`config.mk`:
```
export PLATFORM = sky130hd
export DESIGN_NAME = clk_gate_ctrl
export DESIGN_NICKNAME = d
export VERILOG_FILES = /design/src/rtl/clk_gate_ctrl.sv
export SDC_FILE = /design/constraint.sdc
export NUM_CORES = 1
export LEC_CHECK = 0
export CAP_MARGIN = 10
export CORE_AREA = 2 2 40 60
export CTS_CLUSTER_SIZE = 12
export DETAILED_ROUTE_END_ITERATION = 6
export DIE_AREA = 0 0 42 62
export PLACE_DENSITY = 0.72
export SLEW_MARGIN = 10
export SYNTH_ARGS = -nofsm -noshare
export SYNTH_HDL_FRONTEND = slang
export SYNTH_SLANG_ARGS = --single-unit
```
`constraint.sdc`:
```
create_clock -name clk -period 2.05 [get_ports clk]
set_input_delay 0.615 -clock clk [delete_from_list [all_inputs] [get_ports clk]]
set_output_delay 0.615 -clock clk [all_outputs]
set_load 0.01 [all_outputs]
```
`src/rtl/clk_gate_ctrl.sv`:
```
`default_nettype none
// ============================================================================
// Module   : clk_gate_ctrl
// Brief    : Idle-detect controller producing the enable for a downstream
//            clock-gating cell. Gates the clock after IDLE_CYCLES idle edges,
//            re-opens it on activity or software disable, and raises rdy
//            WAKE_LAT edges after the clock is re-enabled.
// Options  : CG_STATS_EN - adds the saturating gated_cnt statistics output.
// Revision : 1.0 - initial release
// ============================================================================
module clk_gate_ctrl #(
  parameter int IDLE_CYCLES = 16,
  parameter int WAKE_LAT    = 2,
  parameter int CNT_W       = 8,
  parameter int STAT_W      = 16
) (
  input  logic              clk,
  input  logic              rst,
  input  logic              act,
  input  logic              sw_dis,
  output logic              en,
  output logic              rdy
`ifdef CG_STATS_EN
  ,
  output logic [STAT_W-1:0] gated_cnt
`endif
);

  typedef enum logic [1:0] {
    RUN   = 2'd0,
    GATED = 2'd1,
    WAKE  = 2'd2
  } state_t;

  // Terminal counts; both counters restart at zero on state entry so they
  // never exceed these values and cannot wrap.
  localparam logic [CNT_W-1:0] IDLE_LAST = CNT_W'(IDLE_CYCLES - 1);
  localparam logic [CNT_W-1:0] WAKE_LAST = CNT_W'(WAKE_LAT - 1);

  // Reject configurations the counters cannot represent.
  if ((IDLE_CYCLES < 1) || (WAKE_LAT < 1) || (STAT_W < 1) ||
      ((2 ** CNT_W) <= IDLE_CYCLES) || ((2 ** CNT_W) <= WAKE_LAT)) begin : g_param_check
    $error("clk_gate_ctrl: illegal parameter combination");
  end

  state_t           state;
  logic [CNT_W-1:0] idle_cnt;
  logic [CNT_W-1:0] wake_cnt;

  // Control FSM: state, counters and the registered en/rdy outputs. en comes
  // straight from a flop so the gating cell never sees a combinational glitch.
  always_ff @(posedge clk or posedge rst) begin
    if (rst) begin
      state    <= WAKE;
      idle_cnt <= '0;
      wake_cnt <= '0;
      en       <= 1'b1;
      rdy      <= 1'b0;
    end else begin
      case (state)
        RUN: begin
          if (act || sw_dis) begin
            idle_cnt <= '0;
          end else if (idle_cnt == IDLE_LAST) begin
            state    <= GATED;
            idle_cnt <= '0;
            en       <= 1'b0;
            rdy      <= 1'b0;
          end else begin
            idle_cnt <= idle_cnt + 1'b1;
          end
        end
        GATED: begin
          if (act || sw_dis) begin
            state    <= WAKE;
            wake_cnt <= '0;
            en       <= 1'b1;
            rdy      <= 1'b0;
          end
        end
        WAKE: begin
          // act and sw_dis are deliberately ignored: a wake always completes.
          if (wake_cnt == WAKE_LAST) begin
            state    <= RUN;
            wake_cnt <= '0;
            idle_cnt <= '0;
            rdy      <= 1'b1;
          end else begin
            wake_cnt <= wake_cnt + 1'b1;
          end
          en <= 1'b1;
        end
        default: begin
          state    <= WAKE;
          idle_cnt <= '0;
          wake_cnt <= '0;
          en       <= 1'b1;
          rdy      <= 1'b0;
        end
      endcase
    end
  end

`ifdef CG_STATS_EN
  // Saturating count of edges spent with the clock gated; cleared only by rst.
  always_ff @(posedge clk or posedge rst) begin
    if (rst) begin
      gated_cnt <= '0;
    end else if ((state == GATED) && (gated_cnt != {STAT_W{1'b1}})) begin
      gated_cnt <= gated_cnt + 1'b1;
    end
  end
`endif

endmodule
`default_nettype wire

```
* Word-level counts from Yosys, hierarchy flattened
Cells that the tools add are included.
** Operators by class
- Muxes and demuxes :: 19
- Reduce and logical (&&, ||, !) cells :: 6
- Equality and inequality tests :: 8
- Bitwise logic cells :: 2
- Add/subtract/negate cells :: 2
** Operators by type and width (count)
- $pmux W8 S3 :: 2
- $mux W8 :: 5
- $add A8 B1 Y8 const B :: 2
- $eq A8 B1 Y1 const B :: 1
- $eq A8 B4 Y1 const B :: 1
- $mux W2 :: 4
- $ne A2 B2 Y1 const B :: 4
- $pmux W2 S3 :: 1
- $mux W1 :: 5
- $reduce_and A2 Y1 :: 2
- $reduce_and A4 Y1 :: 1
- $pmux W1 S3 :: 1
- $reduce_and A3 Y1 :: 1
- $eq A2 B1 Y1 const B :: 1
- $eq A2 B2 Y1 const B :: 1
- $logic_not A2 Y1 :: 1
- $not A1 Y1 :: 2
- $pmux W1 S2 :: 1
- $logic_or A1 B1 Y1 :: 1
** Word-level totals
- Output and inout port bits :: 2
- Register bits :: 20
- Logic and storage cells :: 42

* Longest topological paths before layout
- Depth after elaboration :: 4
- Depth in mapped cells :: 6
- Depth with buffers taken out :: 6

* Least setup slack after synthesis
No wires, ideal clock.
- Kind :: input to register
- Start :: input port sw_dis
- End :: register wake_cnt[5]
- Slack :: 0.264 ns
- Stages :: 6
- Data required time :: 1.940 ns
- Arrival time :: 1.675 ns
- Cell sequence :: or2_2 buf_2 a21oi_1 buf_2 o2bb2a_1 o41ai_1
** On the way
- Cells in the longest elaborated chain, start to end :: 3
** Ends and longest elaborated chain
- from (decl) :: line 20 : input logic sw_dis,
- $logic_or A1 B1 Y1 :: line 74 : if (act || sw_dis) begin
- $ne A2 B2 Y1 (no line)
- $reduce_and A2 Y1 (no line)
- to (signal assigned) :: line 89 : wake_cnt <= wake_cnt + 1'b1;
- to (decl) :: line 48 : logic [CNT_W-1:0] wake_cnt;
Every way passes these cells.
A chain may end at the register's enable or synchronous reset.

* Final worst setup path
- Start :: register en
- End :: output port en
** RTL lines
- from (decl) :: line 21 : output logic en,
- from (signal assigned) :: line 57 : en <= 1'b1;
- from (signal assigned) :: line 67 : en <= 1'b0;
- from (signal assigned) :: line 77 : en <= 1'b1;
No word-level cell between the ends.

==> impl_metrics.yaml <==
clock_network:
  cts_resized: 0
  clock_sinks: 20
  cts_tree: "yes"
  post_cts_buffers: 0
  max-clock-path-buffers: 2
  cts_inserted_buffers: 3
  cts-root-buf: "clkbuf_4"
  htreeDepth: 1
  hold_buffers: 0
  clkSlewWorstSetupHoldPaths_ps: 110
  clk_latency_ps: 290
timing:
  fmax_mhz: 505
  setup_viol: 0
  hold_viol: 0
  period_minus_slack_ps: 1980
  fin_tns_setup_ps: 0
  min_period_over_period: 0.965
  whs_ps: 510
  worstMarginPinSlew_ps: 466
  timing.final.ws_setup_ps: 71.0
  slew_headroom: 0.689
  maxSlewViolCount: 0
  grt_setup_unrepaired: "no"
  finClkSkew_ps: 5.30
die:
  die_y_um: 62
  coreArea_um2: 2130
  die_w_um: 42
  dieArea_um2: 2600
  initial_core_util: 0.516
  ios: 6
  row_count: 21
placed_design:
  hpwlAfterDp_um: 1620
  port_buffers: 5
  pre_cts_slack_ps: -204
  gp_congestion: 0.827
  placed_area_um2: 1210
yosys:
  syn-cell-area_um2: 1100
  synthArstFlopShare: 1.00
  yosysSeqAreaShare: 0.458
  synth_edf_count: 0
  synth.largest_area_cell: "dfrtp_1"
  syn_nets: 124
  ys.flop_type: "dfrtp_1"
  synthTopCellsByArea: "dfrtp_1, nand2_1, o21ai_0"
  synthDistinctLibCells: 39
  synthCells: 117
  synth.avg_cell_area_um2: 9.39
  synth_top_area_share: 0.410
  synth-seq-cells: 20
  yosysWarnings: 0
critical_path:
  cp.depth: 1
  critPathKind: "flop to output pin"
  end_kind: "output pin"
  path_buf_inv: 1
  crit_fanout: 2
  critPathSlowestCell: "dfstp_2"
  worstPathCellList: "clkdlybuf4s50_1"
  max_stage_delay_ps: 550
  cp.required_ps: 1430
  crit_arrival_ps: 1360
  cp-start-kind: "flop"
  r2r.worst_path.cells: 6
  crit_family: "flip-flops"
cells_and_area:
  antenna_cells: 0
  area_growth_pct: 13.7
  final_cell_area_um2: 1250
  nets: 136
  drive_above_1_share: 0.180
global_routing:
  grt_max_degree: 21
  grt_pass1_vias: 858
  grt_usage: 0.197
  antenna_found_initial: 0
  grt_remaining_overflow: 0
  grt_pass1_wl_um: 3850
hold_path:
  hold_path.class: "flop to flop"
  hold_depth: 1
power_and_ir_drop:
  p_leak_uw: 0.000551
  ir_worst_vdd_uv: 548
  pwr_density_cell_nw_per_um2: 730
  p_total_uw: 912
drt:
  wl_um: 2170
  wl_per_cell_um: 14.4
  drt_iter0_drc: 21
  drc: 0
  viasPerCell: 6.06
  drt-pass1-iter-count: 4
  vias: 915
  ant_nets: 0
run_status:
  outcome: "complete, no violations"
flow_run:
  cap_violations: 0
-- layout make-up --
class / instances / area, um^2
Sequential cell: 20 / 503
Clock buffer: 4 / 36.3
Tap cell: 23 / 28.8
Multi-Input combinational cell: 87 / 556
Timing Repair Buffer: 13 / 110
Inverter: 4 / 15.0
Fill cell: 176 / 880
-- cells in the mapped netlist (all sizes together) (2+ instances only) --
master / instances
or4: 2
dfstp: 2
a21o: 2
ha: 3
nand3: 8
o31ai: 2
and3: 2
buf: 5
nand2b: 2
nor4: 2
o21ai: 11
nor3: 3
a31oi: 3
nor2: 3
a21oi: 8
a22o: 2
inv: 4
or2: 3
nand2: 15
dfrtp: 18
nor4b: 2
-- registers in the layout (all words and copies together), names as in the netlist --
signal    cells
wake_cnt      8
idle_cnt      8
rdy           1
en            1
state         2
-- cells by family (layout without fill, tap and decap cells) --
group	after synthesis	after routing	share of synthesized area
simple gates	44	44	0.215
compound gates	38	38	0.235
flops	20	20	0.458
buf+inv	10	21	0.0399
fa+ha+maj	3	3	0.0342
xor+xnor	1	1	0.00797
mux	1	1	0.0102
-- report_power, final --
part / switching (uW) / internal, uW
registers: 65.9 / 441
clock network: 119 / 108
logic: 93.8 / 83.7
-- per-layer routing --
metal / routed length [um] / vias up / part of all wire / GRT usage
met2: 1150 / 22 / 0.53 / 0.359
met3: 67 / 4 / 0.031 / 0.0173
met5: 0 / - / 0 / 0
met4: 49 / 0 / 0.023 / 0.101
met1: 907 / 435 / 0.42 / 0.233
li1: - / 454 / - / -
-- final timing paths --
path / startpoint / to / slack, ps
min in group asynchronous: rst / wake_cnt[3]$_DFFE_PP0P_ / 630
worst max register to register: wake_cnt[0]$_DFFE_PP0P_ / wake_cnt[7]$_DFFE_PP0P_ / 240
max in group asynchronous: rst / state[1]$_DFFE_PP1P_ / 1150
worst min register to register: idle_cnt[2]$_DFFE_PP0P_ / idle_cnt[2]$_DFFE_PP0P_ / 510
worst min-delay path: idle_cnt[2]$_DFFE_PP0P_ / idle_cnt[2]$_DFFE_PP0P_ / 510
worst max-delay path: en$_DFFE_PP1P_ / en / 70
-- per-stage QoR --
step	util	cells
6_report	0.587	151
3_5_place_dp	0.568	147
2_1_floorplan	-	117
3_3_place_gp	0.568	147
4_1_cts	0.585	151
5_1_grt	0.587	151
-- placed cells by master (no fill, tap or decap), drive strengths merged --
cell type,n
buf,8
o41ai,1
nor4b,2
o31ai,2
nor2,3
nand3,8
dfstp,2
inv,4
a211oi,1
nand2,15
o211ai,1
clkbuf,4
clkdlybuf4s50,5
o21ai,11
mux2,1
o31a,1
ha,3
o221a,1
o21bai,1
dfrtp,18
o311ai,1
nor4,2
or2,3
o22ai,1
nand2b,2
o2bb2a,1
a21o,2
nor3,3
xnor2,1
nand3b,1
a31oi,3
and3,2
or4,2
a41oi,1
or3,1
a21oi,8
a22o,2
Power figures use the tool's default switching activity.
